$ cat src/rtl/hazard_controller_pkg.sv
// Shared encodings for the pipeline hazard controller: forwarding selects
// and the data-memory wait-state FSM states.
package hazard_pkg;

  localparam logic [1:0] FWD_RF  = 2'b00;
  localparam logic [1:0] FWD_WB  = 2'b01;
  localparam logic [1:0] FWD_MEM = 2'b10;

  typedef enum logic {
    IDLE = 1'b0,
    WAIT = 1'b1
  } mem_state_e;

endpackage

$ cat src/rtl/hazard_controller_mem_wait_fsm.sv
// Wait-state sequencer for a multi-cycle data-memory access: freezes the
// pipeline for MEM_LATENCY cycles of every access seen in the M stage.
module mem_wait_fsm #(
  parameter int MEM_LATENCY = 2,
  parameter int CNT_W       = 4
) (
  input  logic CLK,
  input  logic rst,
  input  logic MemAccessM,
  output logic memstall,
  output logic MemBusy
);
  import hazard_pkg::*;

  localparam bit               LAT_EN   = (MEM_LATENCY != 0);
  localparam logic [CNT_W-1:0] CNT_LOAD = (MEM_LATENCY == 0) ? '0 : CNT_W'(MEM_LATENCY - 1);

  mem_state_e       state_q;
  logic [CNT_W-1:0] cnt_q;
  logic             busy_q;

  always_ff @(posedge CLK or negedge rst) begin
    if (!rst) begin
      state_q <= IDLE;
      cnt_q   <= '0;
      busy_q  <= 1'b0;
    end else begin
      case (state_q)
        IDLE: begin
          if (MemAccessM && LAT_EN) begin
            state_q <= WAIT;
            cnt_q   <= CNT_LOAD;
            busy_q  <= 1'b1;
          end
        end
        WAIT: begin
          // The cnt==0 cycle is the completing cycle, so the pipeline runs then.
          if (cnt_q != '0) begin
            cnt_q <= cnt_q - CNT_W'(1);
          end else begin
            state_q <= IDLE;
            busy_q  <= 1'b0;
          end
        end
        default: begin
          state_q <= IDLE;
          cnt_q   <= '0;
          busy_q  <= 1'b0;
        end
      endcase
    end
  end

  assign memstall = ((state_q == IDLE) && MemAccessM && LAT_EN) ||
                    ((state_q == WAIT) && (cnt_q != '0));
  assign MemBusy  = busy_q;

endmodule

$ cat src/rtl/hazard_controller.sv
// Hazard/stall scheduler for the 5-stage MIPS pipeline: forwarding, stalls,
// flushes and memory wait states. Optional counters under HAZARD_PERF_EN.
module hazard_controller
  import hazard_pkg::*;
#(
  parameter int REG_W       = 5,
  parameter int MEM_LATENCY = 2,
  parameter int CNT_W       = 4
) (
  input  logic             CLK,
  input  logic             rst,
  input  logic [REG_W-1:0] RsD,
  input  logic [REG_W-1:0] RtD,
  input  logic [REG_W-1:0] RsE,
  input  logic [REG_W-1:0] RtE,
  input  logic [REG_W-1:0] WriteRegE,
  input  logic [REG_W-1:0] WriteRegM,
  input  logic [REG_W-1:0] WriteRegW,
  input  logic             RegWriteE,
  input  logic             RegWriteM,
  input  logic             RegWriteW,
  input  logic             MemtoRegE,
  input  logic             MemtoRegM,
  input  logic             BranchD,
  input  logic             JumpD,
  input  logic             PCSrcD,
  input  logic             MemAccessM,
  output logic             StallF,
  output logic             StallD,
  output logic             StallE,
  output logic             StallM,
  output logic             FlushD,
  output logic             FlushE,
  output logic             FlushW,
  output logic             ForwardAD,
  output logic             ForwardBD,
  output logic [1:0]       ForwardAE,
  output logic [1:0]       ForwardBE,
  output logic             MemBusy
`ifdef HAZARD_PERF_EN
  ,
  output logic [31:0]      StallCycles,
  output logic [31:0]      FlushCount
`endif
);

  logic lwstall, branchstall, memstall, stall_front;

  mem_wait_fsm #(
    .MEM_LATENCY(MEM_LATENCY),
    .CNT_W      (CNT_W)
  ) u_mem_wait (
    .CLK       (CLK),
    .rst       (rst),
    .MemAccessM(MemAccessM),
    .memstall  (memstall),
    .MemBusy   (MemBusy)
  );

  // M-stage result is younger than W-stage, so it wins when both match.
  always_comb begin
    ForwardAE = FWD_RF;
    if (RsE != '0 && RegWriteM && RsE == WriteRegM)      ForwardAE = FWD_MEM;
    else if (RsE != '0 && RegWriteW && RsE == WriteRegW) ForwardAE = FWD_WB;
    ForwardBE = FWD_RF;
    if (RtE != '0 && RegWriteM && RtE == WriteRegM)      ForwardBE = FWD_MEM;
    else if (RtE != '0 && RegWriteW && RtE == WriteRegW) ForwardBE = FWD_WB;
  end

  assign ForwardAD = (RsD != '0) && RegWriteM && (RsD == WriteRegM);
  assign ForwardBD = (RtD != '0) && RegWriteM && (RtD == WriteRegM);

  assign lwstall     = MemtoRegE && ((RtE == RsD) || (RtE == RtD));
  assign branchstall = BranchD &&
                       ((RegWriteE && ((WriteRegE == RsD) || (WriteRegE == RtD))) ||
                        (MemtoRegM && ((WriteRegM == RsD) || (WriteRegM == RtD))));

  assign stall_front = lwstall | branchstall | memstall;
  assign StallF = stall_front;
  assign StallD = stall_front;
  assign StallE = memstall;
  assign StallM = memstall;
  // A frozen ID/EX must keep its contents rather than take a bubble.
  assign FlushE = (lwstall | branchstall) & ~memstall;
  assign FlushW = memstall;
  assign FlushD = (PCSrcD | JumpD) & ~stall_front;

`ifdef HAZARD_PERF_EN
  logic [31:0] stall_cycles_q, flush_count_q;

  always_ff @(posedge CLK or negedge rst) begin
    if (!rst) begin
      stall_cycles_q <= '0;
      flush_count_q  <= '0;
    end else begin
      if (StallF && stall_cycles_q != '1)          stall_cycles_q <= stall_cycles_q + 32'd1;
      if ((FlushD | FlushE) && flush_count_q != '1) flush_count_q  <= flush_count_q + 32'd1;
    end
  end

  assign StallCycles = stall_cycles_q;
  assign FlushCount  = flush_count_q;
`endif

endmodule
$ cat config.mk
export PLATFORM = sky130hd
export DESIGN_NAME = hazard_controller
export DESIGN_NICKNAME = d
export VERILOG_FILES = /design/src/rtl/hazard_controller_pkg.sv /design/src/rtl/hazard_controller_mem_wait_fsm.sv /design/src/rtl/hazard_controller.sv
export SDC_FILE = /design/constraint.sdc
export NUM_CORES = 1
export LEC_CHECK = 0
export ABC_CLOCK_PERIOD_IN_PS = 3300
export CORE_UTILIZATION = 42
export DETAILED_ROUTE_END_ITERATION = 8
export PLACE_DENSITY_LB_ADDON = 0.05
export SLEW_MARGIN = 20
export SYNTH_ARGS = -nofsm -noshare
export SYNTH_HDL_FRONTEND = slang
export SYNTH_SLANG_ARGS = --single-unit
$ cat constraint.sdc
create_clock -name CLK -period 3.3 [get_ports CLK]
set_input_delay 0.495 -clock CLK [delete_from_list [all_inputs] [get_ports CLK]]
set_output_delay 0.495 -clock CLK [all_outputs]
set_load 0.02 [all_outputs]
# Word-level counts from Yosys, hierarchy flattened
# Index checks and enable logic that the tools add are counted.
# Widths: inputs -> output; s select.
classes:
  bitwise: 8
  muxes: 13
  reduce_logical: 30
  n_eq_ne: 15
  addsub: 1
op_table:
  columns: ["operator", "count"]
  rows:
  - ["$eq 5x5->1", 12]
  - ["$reduce_bool 5->1", 4]
  - ["$logic_and 1x1->1", 18]
  - ["$mux 4", 2]
  - ["$pmux 4 s2", 1]
  - ["$mux 1", 6]
  - ["$ne 2x2->1 const B", 3]
  - ["$logic_or 1x1->1", 5]
  - ["$mux 2", 2]
  - ["$pmux 1 s2", 2]
  - ["$reduce_and 2->1", 2]
  - ["$reduce_bool 4->1", 1]
  - ["$sub 4x1->4 const B", 1]
  - ["$not 1->1", 3]
  - ["$or 1x1->1", 3]
  - ["$and 1x1->1", 2]
totals:
  word_cells: 70
  out_inout_bits: 14
  inputBits: 46
  reg_bits: 6

# Longest topological paths before layout
logic_depth:
  depth_word: 9
  ltp_mapped: 8
  mapped_depth_nobuf: 8

# Cells and area by module
# A second synthesis with hierarchy kept.
hier_totals:
  cells_unflattened: 130
  hier_area_um2: 1081.0
modules_own_cells:
  columns: ["module", "cells_each", "seq_area_each_um2", "area_per_inst_um2", "instances"]
  rows:
  - ["hazard_controller", 99, 0.0, 757.0, 1]
  - ["mem_wait_fsm", 31, 150.1, 324.1, 1]

# Worst setup path before layout
# Ideal clock, no wire load.
synth_path:
  path_kind: "input port to output port"
  from: "input port RsE[1]"
  to: "output port ForwardAE[0]"
  slack_ns: 0.803
  required_ns: 2.805
  path_buffers: 0
  arrival_ns: 2.002
  path_stages: 4
  cell_sequence: "or4_1 nor2_1 nor4_1 nor4_1"
synth_between:
  elab_chain_cells: 5
  word_cells_on_any_way: 9
  cone_classes: "2 x eq/ne; 2 x mux; 5 x reduce/logical"
synth_lines:
  columns: ["item", "line_no", "text"]
  rows:
  - ["from (decl)", "hazard_controller.sv:14", "input logic [REG_W-1:0] RsE,"]
  - ["$reduce_bool 5->1", "hazard_controller.sv:63, hazard_controller.sv:64", null]
  - ["$logic_and 1x1->1 (2 in a row)", "hazard_controller.sv:64", "else if (RsE != '0 && RegWriteW && RsE == WriteRegW) ForwardAE = FWD_WB;"]
  - ["$mux 1", "hazard_controller.sv:64", null]
  - ["$mux 2 (*)", "hazard_controller.sv:63", "if (RsE != '0 && RegWriteM && RsE == WriteRegM) ForwardAE = FWD_MEM;"]
  - ["to (decl)", "hazard_controller.sv:37", "output logic [1:0] ForwardAE,"]
# Mark *: on every way between the ends. The rest lies on a longest branch, timed or not.

# Worst setup path in the final report
layout_path:
  from: "input port RsE[2]"
  to: "output port ForwardAE[0]"
# Same word-level chain as after synthesis.

==> reports/summary.txt <==
worst slew pin tran -> 393.0 ps
root buffer cell -> clkbuf_4
H-tree depth -> 1
Hold EP -> u_mem_wait.MemBusy
final wirelength -> 3100 µm
Final Cell Area -> 0.001713 mm²
area leader, netlist -> xnor2_1
Setup Skew -> 5.115 ps
share of the synthesized area in the top cell type -> 27.90%
Post-CTS Setup Bufs -> 0
Die X -> 52.41 µm
DP Worst Slack -> 149.1 ps
Area contributors post-synth -> xnor2_1 (28%), dfrtp_1 (14%), xor2_1 (13%), buf_4 (3.5%), nand4_1 (3.5%)
DP Area -> 0.001688 mm²
reg2reg path depth -> 8
GR Util All Layers -> 24.07%
first-pass GRT wire length -> 4974 µm
die outline area -> 0.002747 mm²
initial antenna violation count -> 0
register area share after synthesis -> 14.07%
DR pass1 iterations -> 6
wire per inst -> 14.16 µm
hold slack -> 462.4 ps
Avg Cell Area, Syn -> 8.273 µm²
Row Count -> 17
Crit Path Category -> input port to primary output
via count -> 1137
Yosys reg bits -> 6
CTS Buf Count -> 3
RSZ-0062 raised after global routing -> no
R2R Path Start -> u_mem_wait.cnt_q[0]
Final Hold Viols -> 0
Setup-failing EPs final -> 0
GP Congestion -> 0.8780
vias in the first global route -> 1168
PwrDens -> 415.7 mW/mm²
YS warnings -> 0
Remaining DRCs -> 0
Worst-path clk slew -> 40 ps
Final #Nets -> 241
TritonCTS clock tree -> done
worst hold path stage count -> 1
Startpoint Class -> input port
clock tree sinks -> 6
max-slew violation count -> 0
Synth cell types -> 31
Critical Path RT -> 2800 ps
CORE AREA -> 0.002297 mm²
critical path fanouts, max -> 3
ANT cells -> 0
flop2flop setup slack -> 1600 ps
I/O Buffers -> 59
Worst Hold Class -> flop to flop
CTS max path bufs -> 2
worst vdd ir -> 0.0004349 V
final worst path period share -> 95.33%
vias per inst -> 5.192
status -> finished, final reports clean
Starting Density -> 46.46%
initial drt markers -> 25
num ports -> 60
grt ovf -> 0
Setup crit end kind -> primary output
clock latency at the later pin of the worst-skew pair -> 240 ps
Relative slew margins -> 73.56%
min-delay src -> u_mem_wait.state_q
Tmin final -> 3146 ps
Reg-to-Reg End -> u_mem_wait.cnt_q[0]
Leak -> 0.6298 nW
worst setup margin -> 154.1 ps
crit path DAT -> 2650 ps
Routed Antenna Nets -> 0
Net Count, Synth -> 177
power after layout -> 0.0007121 W
leading cell type in the layout, fill and taps excluded -> clkdlybuf4s50_1
max-cap violations -> 0
CTS Hold Bufs -> 0
Fin Setup TNS -> 0 ps
fmax -> 0.3179 GHz
layout cells sized above 1 -> 9.424%
largest net degree at the start of global routing -> 8
synthesized cell area -> 0.001067 mm²
DIE HEIGHT -> 52.41 µm
Layout area overhead -> 60.49%
Synth Instances -> 129
most frequent cells in the layout -> clkdlybuf4s50_1 (59), xnor2_1 (34), xor2_1 (16)
post-DP HPWL -> 2630 µm
-- routing by layer --
metal / share of wire (%) / GRT usage [%]
met1: 42 / 28.42
met3: 5.6 / 2.899
met4: 0.65 / 4.386
met2: 52 / 45.78
met5: 0 / 0
-- how the worst max path moves through the flow --
stage / startpoint / endpoint / slack, ps / cells after the start
floorplan: RsE[1] / ForwardAE[0] / 800 / 4
global placement: RsE[2] / ForwardAE[0] / 210 / 6
detailed placement: RsE[2] / ForwardAE[0] / 150 / 6
CTS: RsE[2] / ForwardAE[0] / 140 / 6
global route: RsD[3] / FlushD / 70 / 7
finish: RsE[2] / ForwardAE[0] / 150 / 6
-- synthesized netlist by cell type --
| cell type | number |
|---|---|
| nor4_2 | 2 |
| o21ai_1 | 1 |
| nor2b_1 | 2 |
| nor3b_1 | 1 |
| o22ai_1 | 1 |
| inv_1 | 5 |
| or4_1 | 3 |
| a221oi_1 | 1 |
| nor3_1 | 4 |
| ha_1 | 2 |
| buf_2 | 1 |
| nor2_1 | 8 |
| or4_4 | 1 |
| buf_6 | 2 |
| nor2_4 | 1 |
| nand4_1 | 6 |
| buf_4 | 5 |
| nor4_1 | 2 |
| xnor2_1 | 34 |
| o31ai_4 | 1 |
| o2111a_1 | 2 |
| dfrtp_1 | 6 |
| nand2b_1 | 3 |
| a21oi_1 | 3 |
| nand3_1 | 3 |
| and3_4 | 1 |
| xor2_1 | 16 |
| a22o_1 | 1 |
| o21ai_0 | 3 |
| and3_1 | 1 |
| nand2_1 | 7 |
-- where the power goes --
part / internal (W) / switching (W)
Sequential: 0.000111 / 0.0000288
Combinational: 0.000253 / 0.000254
Clock: 0.0000410 / 0.0000241
Total: 0.000405 / 0.000307
-- sequential cells by signal, summed over array words and instances, names as in the netlist --
| register | cells |
|---|---|
| u_mem_wait.state_q | 1 |
| u_mem_wait.MemBusy | 1 |
| u_mem_wait.cnt_q | 4 |
-- through the flow --
stage	utilization, %	cells
final	74.56	219
after global routing	74.56	219
after CTS	74.46	219
after detailed placement	73.47	216
after global placement	73.47	216
after floorplan	-	129
-- worst max-delay path, cell delays in order --
cell and delay [ps]:
clkdlybuf4s50_1 480, or4_1 530, nor2_1 150, nor4_1 100
nor4_1 250, clkdlybuf4s50_1 650
-- timing repair --
action                                  CTS  global route
endpoints found under the hold margin     0             0
endpoints found under the setup margin    0             1
resized for setup                         0             1
-- cell type report --
class	instances	area [µm²]
clock buffers	3	22.52
fillers	204	584.3
inverters	5	18.77
multi-input cells	110	835.8
flip-flops and latches	6	150.1
well taps	28	35.03
repair buffers	67	650.6
-- kinds of logic (layout without fill, tap and decap cells) --
group | after synthesis | in the layout | share of synthesized area, %
xor gates and xnor gates | 50 | 50 | 41.03
buffers and inverters | 13 | 75 | 7.855
and+or+nand+nor | 45 | 45 | 25.09
DFF | 6 | 6 | 14.07
AOI/OAI and AO/OA | 13 | 13 | 9.612
adders and majority gates | 2 | 2 | 2.344
Power figures use the tool's default switching activity.
